[config.mk]
export PLATFORM = sky130hd
export DESIGN_NAME = morse_symbol_assembler
export DESIGN_NICKNAME = d
export VERILOG_FILES = /design/src/rtl/morse_symbol_assembler.sv
export SDC_FILE = /design/constraint.sdc
export NUM_CORES = 1
export LEC_CHECK = 0
export BUFFER_PORTS_ARGS = -buffer_cell sky130_fd_sc_hd__buf_4
export CORE_MARGIN = 5
export CORE_UTILIZATION = 55
export DETAILED_ROUTE_END_ITERATION = 8
export GPL_ROUTABILITY_DRIVEN = 1
export PLACE_DENSITY_LB_ADDON = 0.15
export SETUP_SLACK_MARGIN = 0.1
export SYNTH_ARGS = -nofsm -noshare
export SYNTH_HDL_FRONTEND = slang
export SYNTH_SLANG_ARGS = --single-unit
export TNS_END_PERCENT = 5
[constraint.sdc]
create_clock -name clk -period 4.55 [get_ports clk]
set_clock_uncertainty 0.1 [all_clocks]
set_input_delay 0.2275 -clock clk [delete_from_list [all_inputs] [get_ports clk]]
set_output_delay 0.2275 -clock clk [all_outputs]
set_load 0.1 [all_outputs]
[src/rtl/morse_symbol_assembler.sv]
// morse_symbol_assembler: dot/dash symbol assembler with registered symbol FIFO; define MORSE_ASM_OVERFLOW_EN for overflow error flag
module morse_symbol_assembler #(
  parameter int MAX_LEN = 5,
  parameter int FIFO_DEPTH = 4,
  localparam int LW = $clog2(MAX_LEN + 1),
  localparam int CW = $clog2(FIFO_DEPTH + 1)
) (
  input  logic               clk,
  input  logic               reset,
  input  logic               dot,
  input  logic               dash,
  input  logic               lg,
  input  logic               wg,
  output logic [MAX_LEN-1:0] cur_pattern,
  output logic [LW-1:0]      cur_len,
  output logic               out_valid,
  input  logic               out_ready,
  output logic [MAX_LEN-1:0] out_pattern,
  output logic [LW-1:0]      out_len,
  output logic               out_word,
  output logic               out_err,
  output logic [CW-1:0]      level,
  output logic               dropped
);
  localparam int AW = $clog2(FIFO_DEPTH);
  logic               elem, full, app, close, pop, push;
  logic [MAX_LEN-1:0] nxt_pat;
  logic [LW-1:0]      nxt_len;
  logic [MAX_LEN-1:0] mem_pat [FIFO_DEPTH];
  logic [LW-1:0]      mem_len [FIFO_DEPTH];
  logic               mem_word [FIFO_DEPTH];
  logic [AW-1:0]      wp, rp;
  logic [CW-1:0]      cnt;
  always_comb begin
    elem = dot ^ dash;
    full = cur_len == LW'(MAX_LEN);
    app = elem & ~full;
    nxt_pat = app ? cur_pattern | (MAX_LEN'(dash) << cur_len) : cur_pattern;
    nxt_len = cur_len + LW'(app);
    close = (lg | wg) & ((cur_len != '0) | elem);
    pop = out_valid & out_ready;
    push = close & ((cnt != CW'(FIFO_DEPTH)) | pop);
  end
  assign out_valid = cnt != '0;
  assign level = cnt;
  assign out_pattern = out_valid ? mem_pat[rp] : '0;
  assign out_len = out_valid ? mem_len[rp] : '0;
  assign out_word = out_valid & mem_word[rp];
  always_ff @(posedge clk) begin
    if (reset) begin
      cur_pattern <= '0;
      cur_len <= '0;
      wp <= '0;
      rp <= '0;
      cnt <= '0;
      dropped <= 1'b0;
    end else begin
      cur_pattern <= close ? '0 : nxt_pat;
      cur_len <= close ? '0 : nxt_len;
      if (push) begin
        mem_pat[wp] <= nxt_pat;
        mem_len[wp] <= nxt_len;
        mem_word[wp] <= wg;
        wp <= wp + AW'(1);
      end
      if (pop) rp <= rp + AW'(1);
      cnt <= cnt + CW'(push) - CW'(pop);
      if (close & ~push) dropped <= 1'b1;
    end
  end
`ifdef MORSE_ASM_OVERFLOW_EN
  logic err, nxt_err;
  logic mem_err [FIFO_DEPTH];
  assign nxt_err = err | (elem & full);
  assign out_err = out_valid & mem_err[rp];
  always_ff @(posedge clk) begin
    if (reset) err <= 1'b0;
    else begin
      err <= close ? 1'b0 : nxt_err;
      if (push) mem_err[wp] <= nxt_err;
    end
  end
`else
  assign out_err = 1'b0;
`endif
endmodule

; ---- After elaboration in Yosys (flattened, before gate mapping)
; Memory sizes are Yosys's and may differ from the RTL's. A register that Yosys moved wholly into a read port is not among the register bits.
; Index checks and enable logic that the tools add are counted.
[totals]
elab_cells = 45
ramBits = 36
inputBits = 7
memories = 3
output_inout_bits = 23
ff_bits = 16
[mem_list]
columns = memory, depth, word_bits, rd, rd_clocked_by_memory_dff, write_ports, line
row1 = mem_pat, 4, 5, 1, 1, 1, 29  ; logic [MAX_LEN-1:0] mem_pat [FIFO_DEPTH];
row2 = mem_len, 4, 3, 1, 1, 1, 30  ; logic [LW-1:0] mem_len [FIFO_DEPTH];
row3 = mem_word, 4, 1, 1, 1, 1, 31  ; logic mem_word [FIFO_DEPTH];
[op_classes]
mux = 12
shift = 1
eq_ne = 2
reduce_logical = 3
n_bitwise = 13
add_sub_neg = 5
[op_table]
columns = operator, n
row1 = 2-to-1 mux 2 bit, 6
row2 = 2-to-1 mux 5 bit, 2
row3 = adder 3 x 1 -> 3 bit, 2
row4 = AND 1 bit, 6
row5 = nonzero test 3 bit, 2
row6 = bitwise OR 5 bit, 1
row7 = << shifter 1 x 3 -> 5 bit, 1
row8 = "adder 2 x 1 -> 2 bit, second input constant", 2
row9 = "equality test 3 bit, second input constant", 1
row10 = 2-to-1 mux 1 bit, 3
row11 = 2-to-1 mux 3 bit, 1
row12 = "inequality test 3 bit, second input constant", 1
row13 = bitwise OR 1 bit, 3
row14 = subtractor 3 x 1 -> 3 bit, 1
row15 = NOT 1 bit, 2
row16 = OR reduction 2 bit, 1
row17 = XOR 1 bit, 1

; ---- Longest topological paths before layout
; Gate-level depths: netlist of the first run.
[depth]
depth_word = 7
depth_mapped = 9
depth_no_buf = 8

; ---- Worst setup path after synthesis of the first run
; OpenSTA, ideal clock, no wires.
[synth_timing]
path_type = flip-flop to output port
start = reg cnt[1] (netlist: level[1])
end = out out_pattern[0]
t_required_ns = 4.223
stages_incl_launch_ff = 3
n_path_buf = 0
t_arrival_ns = 2.745
slack_ns = 1.478
cell_sequence = dfxtp_1 > nor3_1 > nor2b_1
[synth_between]
elab_chain_cells = 2
[synth_rtl]
columns = item, line
row1 = "start, declared", 33  ; logic [CW-1:0] cnt;
row2 = "start signal, assigned", 67  ; cnt <= cnt + CW'(push) - CW'(pop);
row3 = nonzero test 3 bit, 44  ; assign out_valid = cnt != '0;
row4 = 2-to-1 mux 5 bit, 46  ; assign out_pattern = out_valid ? mem_pat[rp] : '0;
row5 = "end, declared", 18  ; output logic [MAX_LEN-1:0] out_pattern,
; Every way passes these cells.

==> impl_metrics.env, run 1 <==
export IMPL_routedWlPerCell_um=16.6
export IMPL_ys_async_sr_fraction=0
export IMPL_drt_wl_total_mm=3.86
export IMPL_max_clock_path_buffers=2
export IMPL_synth_top_family_by_area="simple AND/OR/NAND/NOR gates"
export IMPL_slowest_stage="dfxtp_1"
export IMPL_synthMuxAreaShare=0.104
export IMPL_synthSimpleGateAreaFrac=0.119
export IMPL_path_max_fanout=9
export IMPL_start_kind="flip-flop"
export IMPL_worstSetupEndpointType="output pin"
export IMPL_syn_avg_cell_area_sq_um=15.0
export IMPL_cts_buffers=5
export IMPL_tritoncts="yes"
export IMPL_start_util=0.570
export IMPL_avgViaCountPerCell=5.32
export IMPL_ant_nets=0
export IMPL_cp_cell_sequence="mux4_2 > and2b_1 > buf_4"
export IMPL_finalMaxSlewViolations=0
export IMPL_path_buf_inv=1
export IMPL_worstSkewPairLatency_ns=0.30
export IMPL_critPathMaxStageDelay_ns=0.74
export IMPL_grt_first_pass_wirelength_mm=6.40
export IMPL_rows=23
export IMPL_power_density_nw_per_um2=674
export IMPL_cts_sinks=54
export IMPL_layout_common_cells="edfxtp_1, buf_4, dfxtp_1"
export IMPL_synth_compound_area_frac=0.0423
export IMPL_ir_drop_mv=0.452
export IMPL_finalHoldViolations=0
export IMPL_synthCells=152
export IMPL_leakage_nw=1.01
export IMPL_clk_pin_slew_worst_paths_ns=0.09
export IMPL_synth_top_cell_area_share=0.474
export IMPL_cts_hold_buffers=0
export IMPL_synth_distinct_cells=35
export IMPL_synthXorXnorAreaFrac=0.0231
export IMPL_rsz0062_at_grt="false"
export IMPL_arrival_ns=2.02
export IMPL_cp_required_ns=4.22
export IMPL_synth_fp_nets=167
export IMPL_synth_area_leader_cell="edfxtp_1"
export IMPL_pin_count=30
export IMPL_finalCriticalPeriod_ns=2.35
export IMPL_yosys_register_bits=54
export IMPL_grt_pass1_vias=1245
export IMPL_place_ws_ns=2.22
export IMPL_drc_errors=0
export IMPL_setup_tns_final_ns=0
export IMPL_vias=1239
export IMPL_synth_adder_area_share=0.0472
export IMPL_antenna_found_initial=0
export IMPL_grt_max_degree=20
export IMPL_dieArea_sq_um=5530
export IMPL_stdcell_area_sq_um=2610
export IMPL_synth_seq_area_share=0.633
export IMPL_place_area_sq_um=2520
export IMPL_track_usage=0.163
export IMPL_antenna_cells=0
export IMPL_cts_resized=0
export IMPL_final_util=0.653
export IMPL_globalplace_congestion=0.816
export IMPL_hold_class="input pin to flip-flop"
export IMPL_portBuffers=28
export IMPL_grt_overflow_total=0
export IMPL_crit_family="flip-flops"
export IMPL_nets=197
export IMPL_cts_setup_buffers=0
export IMPL_drtPass1Iterations=4
export IMPL_ctsRootBufferMaster="clkbuf_8"
export IMPL_drive_gt1_frac=0.284
export IMPL_die_h_um=74.4
export IMPL_synth_edff_count=36
export IMPL_critPathKind="flip-flop to output pin"
export IMPL_finalCritPeriodShare=0.516
export IMPL_layout_commonest_cell="edfxtp_1"
export IMPL_ys_top_cells_by_area="edfxtp_1, dfxtp_1, mux4_2, ha_1, and2b_1"
export IMPL_max_cap_violations=0
export IMPL_worst_slew_pin_slew_ns=0.647
export IMPL_finalWorstSetupSlack_ns=2.20
export IMPL_fmaxAchievable_mhz=426
export IMPL_h_tree_depth=2
export IMPL_syn_area_sq_um=2280
export IMPL_status="complete, no violations"
export IMPL_synthFlopType="edfxtp_1"
export IMPL_yosys_warnings=0
export IMPL_drtIter0Drc=74
export IMPL_syn_to_final_growth_pct=14.7
export IMPL_dieWidth_um=74.4
export IMPL_relSlewSlack=0.568
export IMPL_dp_hpwl_mm=2.76
export IMPL_setup_viol=0
export IMPL_core_sq_um=4000
## final timing paths
| check | start | to | slack (ns) | cells past startpoint |
|---|---|---|---|---|
| max reg2reg | cur_len[0]$_SDFF_PP0_ | level[2]$_SDFF_PP0_ | 2.22 | 8 |
| min reg2reg | dropped$_SDFFE_PP0P_ | dropped$_SDFFE_PP0P_ | 0.39 | 1 |
| max | flip-flop | out_pattern[3] | 2.20 | 3 |
| min | wg | mem_word[2]$_DFFE_PP_ | 0.03 | 1 |
## report_power, final
part | total [W] | internal, W | switching (W)
combinational | 0.000865 | 0.000237 | 0.000629
sequential | 0.000633 | 0.000573 | 0.0000606
clock | 0.000262 | 0.000109 | 0.000153
## worst reg2reg max path, cell delays in order (launching register included)
cell and delay, ns:
dfxtp_1 0.50, nor3_2 0.11, a21oi_2 0.42, mux2i_1 0.15
ha_1 0.22, fa_1 0.38, xnor2_1 0.17, xnor2_1 0.13
nor2_1 0.05
## layout make-up
| type | instances | area, sq um |
|---|---|---|
| clock inverter | 3 | 20.0 |
| inverter | 9 | 33.8 |
| timing repair buffer | 29 | 218 |
| fill | 322 | 1390 |
| tap | 50 | 62.6 |
| clock buffer | 5 | 68.8 |
| sequential | 54 | 1440 |
| multi-input combinational | 83 | 768 |
## flip-flops by register name (all words and copies together), names as in the netlist, named ones only
signal       cells
cur_len          3
cur_pattern      5
dropped          1
level            3
mem_len         12
mem_pat         20
mem_word         4
rp               2
wp               2
## layer usage
| metal | GRT usage | wire length, um | part of all wire | vias up |
|---|---|---|---|---|
| met3 | 0.0527 | 266 | 0.069 | 5 |
| met4 | 0.0593 | 62 | 0.016 | 0 |
| met1 | 0.203 | 1610 | 0.42 | 590 |
| met2 | 0.268 | 1920 | 0.50 | 31 |
| li1 | - | - | - | 613 |
| met5 | 0 | 0 | 0 | - |
## cells by family (layout without fill, tap and decap cells)
family / Yosys count / after routing
adders and majority gates: 8 / 8
other: 1 / 1
buffers and inverters: 15 / 46
muxes: 12 / 12
AOI/OAI and AO/OA: 12 / 12
xor gates and xnor gates: 6 / 6
DFF: 54 / 54
and+or+nand+nor: 44 / 44
## cells in the mapped netlist, types with 2 or more instances
cell type  number
edfxtp_1       36
dfxtp_1        18
inv_1           9
mux4_2          9
nor2_1          9
and2b_1         7
ha_1            7
nor2b_1         7
nor3_1          5
nor3b_1         5
and2_1          4
a21oi_1         3
clkbuf_1        3
nand2_1         3
xnor2_1         3
xor2_1          3
a31oi_1         2
mux2i_1         2
## metrics by stage
step	cells	hold slack [ns]	total power [W]
after floorplan	152	0.226	0.00135
after global placement	225	0.344	0.00151
after detailed placement	225	0.353	0.00152
after CTS	233	0.0308	0.00178
after global routing	233	0.0214	0.00185
final	233	0.0319	0.00176
(Power assumes the default switching activity.)
==> inputs of run 2 (changes only) <==
- ABC_AREA: not set -> 1
- clock period: 4.55 -> 2.2 ns (I/O delays scaled with it)
==> impl_metrics.env, run 2 <==
export IMPL_avgViaCountPerCell=5.00
export IMPL_largest_register_ffs=20
export IMPL_path_buf_inv=3
export IMPL_leakage_nw=1.17
export IMPL_critPathKind="input pin to flip-flop"
export IMPL_rows=23
export IMPL_drive_gt1_frac=0.249
export IMPL_grt_pass1_vias=1466
export IMPL_clk_pin_slew_worst_paths_ns=0.09
export IMPL_drtIter0Drc=94
export IMPL_drc_errors=0
export IMPL_start_util=0.577
export IMPL_grtUsageMet3=0.0435
export IMPL_max_clock_path_buffers=2
export IMPL_syn_to_final_growth_pct=19.0
export IMPL_use_met2=0.264
export IMPL_worstSetupEndpointType="flip-flop"
export IMPL_path_max_fanout=7
export IMPL_worstSkewPairLatency_ns=0.30
export IMPL_largestRegisters="mem_pat (20), mem_len (12), cur_pattern (5)"
export IMPL_antenna_found_initial=0
export IMPL_dieWidth_um=75.5
export IMPL_dieArea_sq_um=5700
export IMPL_slowest_stage="dlygate4sd3_1"
export IMPL_fmaxAchievable_mhz=507
export IMPL_nets=283
export IMPL_cts_sinks=54
export IMPL_multi_input_area_sq_um=800
export IMPL_synth_area_leader_cell="edfxtp_1"
export IMPL_grt_busiest_layer="met2"
export IMPL_grt_overflow_total=0
export IMPL_register_area_sq_um=1450
export IMPL_die_h_um=75.5
export IMPL_synth_distinct_cells=30
export IMPL_ys_top_cells_by_area="edfxtp_1, dfxtp_1, nor2_1, inv_1, o21ai_0"
export IMPL_vias=1595
export IMPL_ant_nets=0
export IMPL_drtPass1Iterations=4
export IMPL_cp_cell_sequence="dlygate4sd3_1 > buf_4 > or2_4 > nand3_4 > xor2_1 > ha_1 > fa_1 > inv_1 > o21ai_0 > a21oi_1"
export IMPL_globalplace_congestion=0.802
export IMPL_dp_hpwl_mm=2.93
export IMPL_portBuffers=28
export IMPL_track_usage=0.165
export IMPL_status="complete, no violations"
export IMPL_routedWlPerCell_um=12.8
export IMPL_synthCells=230
export IMPL_synthFlopType="edfxtp_1"
export IMPL_yosys_warnings=0
export IMPL_syn_area_sq_um=2360
export IMPL_drt_wl_total_mm=4.08
export IMPL_grt_max_degree=19
export IMPL_ys_async_sr_fraction=0
export IMPL_h_tree_depth=2
export IMPL_finalHoldViolations=0
export IMPL_finalCriticalPeriod_ns=1.97
export IMPL_tritoncts="yes"
export IMPL_pin_count=30
export IMPL_core_sq_um=4090
export IMPL_crit_family="buffers and inverters"
export IMPL_rsz0062_at_grt="false"
export IMPL_start_kind="input pin"
export IMPL_regMostFlops="mem_pat"
export IMPL_r2r_worst_path_cells=11
export IMPL_nFillCells=346
export IMPL_hold_depth=4
export IMPL_grt_first_pass_wirelength_mm=6.80
export IMPL_synth_fp_nets=245
export IMPL_synth_edff_count=36
export IMPL_ctsRootBufferMaster="clkbuf_8"
export IMPL_synth_seq_area_share=0.611
export IMPL_critPathMaxStageDelay_ns=0.53
export IMPL_arrival_ns=2.10
export IMPL_synth_common_cells="nor2_1, edfxtp_1, inv_1"
export IMPL_hold_class="input pin to flip-flop"
export IMPL_power_density_nw_per_um2=1260
export IMPL_setup_viol=0
export IMPL_finalCritPeriodShare=0.897
export IMPL_synth_top_cell_area_share=0.458
export IMPL_cts_buffers=5
export IMPL_hold_ws_ns=0.0836
export IMPL_syn_avg_cell_area_sq_um=10.3
export IMPL_cp_depth=10
export IMPL_layout_commonest_cell="nor2_1"
export IMPL_layout_common_cells="nor2_1, buf_4, edfxtp_1, inv_1, o21ai_0"
export IMPL_yosys_register_bits=54
export IMPL_synth_most_common_cell="nor2_1"
export IMPL_ir_drop_mv=0.646
export IMPL_final_util=0.687
export IMPL_max_cap_violations=0
export IMPL_gr_usage_met1=0.215
export IMPL_cp_required_ns=2.33
export IMPL_finalMaxSlewViolations=0
export IMPL_antenna_cells=0
-- run 2: changes by cell type after synthesis, moves of 9 or more --
cell / delta
o21ai_0: +21
nand2_1: +12
inv_1: +21
mux4_2: -9
a21oi_1: +15
nor2_1: +40
-- run 2: layer usage --
layer	wire length [um]	share of wire
met4	40	0.0098
met2	1960	0.48
met3	285	0.070
met1	1790	0.44
met5	0	0
-- run 2: tightest hold or removal path, delay by kind of cell --
kind | cells | cell delay, ns
compound gates | 1 | 0.06
buf+inv | 1 | 0.09
simple gates | 2 | 0.17
-- run 2: final cells by class --
cell class | count | area share
clock buffer | 6 | 0.0259
clock inverter | 2 | 0.00490
inverter | 31 | 0.0415
multi-input combinational | 138 | 0.285
sequential | 54 | 0.517
tap | 50 | 0.0223
timing repair buffer | 38 | 0.103
-- run 2: repair_timing --
action | CTS | global route
buffers inserted | 0 | 1
hold buffers | 2 | 0
setup endpoints to repair | 0 | 2
resized for setup | 0 | 1
hold endpoints to repair | 7 | 0
-- run 2: worst paths after layout --
check	start	to	slack (ns)
max	wg	level[2]$_SDFF_PP0_	0.23
min	dot	cur_pattern[0]$_SDFF_PP0_	0.08
max reg2reg	level[1]$_SDFF_PP0_	level[2]$_SDFF_PP0_	0.29
min reg2reg	dropped$_SDFFE_PP0P_	dropped$_SDFFE_PP0P_	0.36
-- run 2: logic make-up (layout without fill, tap and decap cells) --
family | Yosys count | after routing | share of synthesized area
xor gates and xnor gates | 3 | 3 | 0.0111
and+or+nand+nor | 85 | 85 | 0.173
adders and majority gates | 8 | 8 | 0.0456
AOI/OAI and AO/OA | 41 | 41 | 0.0891
DFF | 54 | 54 | 0.611
buffers and inverters | 38 | 77 | 0.0684
other | 1 | 1 | 0.00159
-- run 2: metrics by stage --
stage          setup slack [ns]  std cells  total power (W)  setup TNS [ns]  area [sq um]
2_1_floorplan            -0.100        230          0.00271           -3.65          2410
3_3_place_gp              0.287        308          0.00303               0          2690
5_1_grt                   0.133        319          0.00372               0          2810
6_report                  0.226        319          0.00355               0          2810
3_5_place_dp              0.229        308          0.00304               0          2690
4_1_cts                   0.120        318          0.00357               0          2800
-- run 2: power by group --
group	internal, W	total [W]	switching (W)
combinational	0.000398	0.00179	0.00139
clock	0.000225	0.000527	0.000302
sequential	0.00118	0.00123	0.0000546
total	0.00180	0.00355	0.00175
==> inputs of run 3 (changes only) <==
- ABC_AREA: 1 -> 0
==> impl_metrics.env, run 3 (same netlist as run 1, synthesis figures left out) <==
export IMPL_hold_ws_ns=0.0324
export IMPL_dp_cells=233
export IMPL_finalCritPeriodShare=0.954
export IMPL_ff2ff_setup_slack_ns=0.10
export IMPL_portBuffers=28
export IMPL_vias=1314
export IMPL_hold_class="input pin to flip-flop"
export IMPL_tritoncts="yes"
export IMPL_path_max_fanout=2
export IMPL_max_clock_path_buffers=2
export IMPL_largest_register_ffs=20
export IMPL_hold_depth=2
export IMPL_drive_gt1_frac=0.404
export IMPL_combPwrFrac=0.524
export IMPL_grt_pass1_vias=1367
export IMPL_cp_endpoint="level[2]$_SDFF_PP0_"
export IMPL_grt_max_degree=20
export IMPL_finalCriticalPeriod_ns=2.10
export IMPL_crit_reg2reg_launch="level[1]$_SDFF_PP0_"
export IMPL_start_kind="flip-flop"
export IMPL_dieWidth_um=74.4
export IMPL_routedWlPerCell_um=16.4
export IMPL_rows=23
export IMPL_slowest_stage="or4b_4"
export IMPL_globalplace_congestion=0.844
export IMPL_final_cells=248
export IMPL_layout_commonest_cell="buf_4"
export IMPL_critPathKind="flip-flop to flip-flop"
export IMPL_cp_cell_sequence="or4b_4 > nand2_2 > mux2i_1 > ha_2 > fa_2 > xnor2_2 > xnor2_1 > nor2_1"
export IMPL_p_clk_frac=0.153
export IMPL_power_net_switching_w=0.00179
export IMPL_drt_wl_total_mm=4.06
export IMPL_track_usage=0.169
export IMPL_antenna_cells=0
export IMPL_finalWorstSetupSlack_ns=0.100
export IMPL_fmaxAchievable_mhz=476
export IMPL_critPathMaxStageDelay_ns=0.52
export IMPL_avgViaCountPerCell=5.30
export IMPL_r2r_end="level[2]$_SDFF_PP0_"
export IMPL_drtPass1Iterations=4
export IMPL_h_tree_depth=2
export IMPL_dieArea_sq_um=5530
export IMPL_drtIter0Drc=66
export IMPL_worstSkewPairLatency_ns=0.30
export IMPL_switching_share=0.459
export IMPL_setup_tns_final_ns=0
export IMPL_worstSetupEndpointType="flip-flop"
export IMPL_syn_to_final_growth_pct=23.9
export IMPL_finalHoldViolations=0
export IMPL_cp_required_ns=2.30
export IMPL_arrival_ns=2.20
export IMPL_p_seq_frac=0.323
export IMPL_crit_start="level[1]$_SDFF_PP0_"
export IMPL_grt_first_pass_wirelength_mm=6.79
export IMPL_nets=212
export IMPL_leakage_nw=1.11
export IMPL_rsz0062_at_grt="true"
export IMPL_largestRegisters="mem_pat (20), mem_len (12), cur_pattern (5)"
export IMPL_cts_sinks=54
export IMPL_setup_viol=0
export IMPL_core_sq_um=4000
export IMPL_antenna_found_initial=0
export IMPL_start_util=0.570
export IMPL_die_h_um=74.4
export IMPL_internal_power_w=0.00211
export IMPL_cts_buffers=5
export IMPL_ctsRootBufferMaster="clkbuf_8"
export IMPL_status="complete, no violations"
export IMPL_max_cap_violations=0
export IMPL_power_density_nw_per_um2=1380
export IMPL_clk_pin_slew_worst_paths_ns=0.09
export IMPL_dp_hpwl_mm=2.96
export IMPL_regMostFlops="mem_pat"
export IMPL_layout_common_cells="buf_4, edfxtp_1, dfxtp_1"
export IMPL_ant_nets=0
export IMPL_r2r_worst_path_cells=8
export IMPL_finalMaxSlewViolations=0
export IMPL_ir_drop_mv=0.861
export IMPL_pin_count=30
export IMPL_drc_errors=0
export IMPL_grt_overflow_total=0
export IMPL_place_ws_ns=0.0574
export IMPL_final_util=0.706
==> run 3: how the worst min path moves through the flow <==
stage	slack [ns]	from	to
6_report	0.03	reset	level[2]$_SDFF_PP0_
5_1_grt	0.04	reset	level[1]$_SDFF_PP0_
4_1_cts	0.02	reset	level[2]$_SDFF_PP0_
3_5_place_dp	0.23	wg	mem_word[0]$_DFFE_PP_
3_3_place_gp	0.23	wg	mem_word[0]$_DFFE_PP_
2_1_floorplan	0.11	wg	mem_word[0]$_DFFE_PP_
==> run 3: area by class of cell <==
class	count	area, sq um
Inverter	9	33.8
Sequential cell	54	1460
Multi-Input combinational cell	83	825
Timing Repair Buffer	44	333
Clock inverter	1	7.51
Fill cell	277	1180
Tap cell	50	62.6
Clock buffer	7	97.6
==> run 3: critical path: cells and delay by family (launching register included) <==
kind	cells	cell delay (ns)
AND/OR/NAND/NOR	3	0.64
multiplexers	1	0.07
XOR/XNOR	2	0.28
adder cells (fa/ha/maj)	2	0.54
flip-flops	1	0.35
==> run 3: power groups by stage <==
stage          Clock (W)  Sequential (W)  Combinational (W)
2_1_floorplan          0         0.00149            0.00135
3_3_place_gp           0         0.00129            0.00192
3_5_place_dp           0         0.00130            0.00194
4_1_cts         0.000608         0.00126            0.00201
5_1_grt         0.000661         0.00127            0.00214
6_report        0.000597         0.00126            0.00204
==> run 3: per-layer routing <==
layer	wire length, um	part of all wire	GRT usage	up-vias
met5	0	0	0	-
met4	57	0.014	0.0474	0
met3	209	0.051	0.0473	5
met2	2020	0.50	0.277	28
met1	1770	0.44	0.223	638
li1	-	-	-	643
==> run 3: what timing repair did <==
item,in CTS,in global routing
buffers inserted,4,2
gates resized for setup,2,3
hold buffers,1,0
pin swaps,5,2
hold endpoints to repair,4,0
setup endpoints to repair,1,38
==> run 3: metrics by stage <==
step	power, W	cell area, sq um
floorplan	0.00284	2320
global placement	0.00321	2630
detailed placement	0.00324	2630
CTS	0.00388	2780
global route	0.00407	2820
finish	0.00389	2820
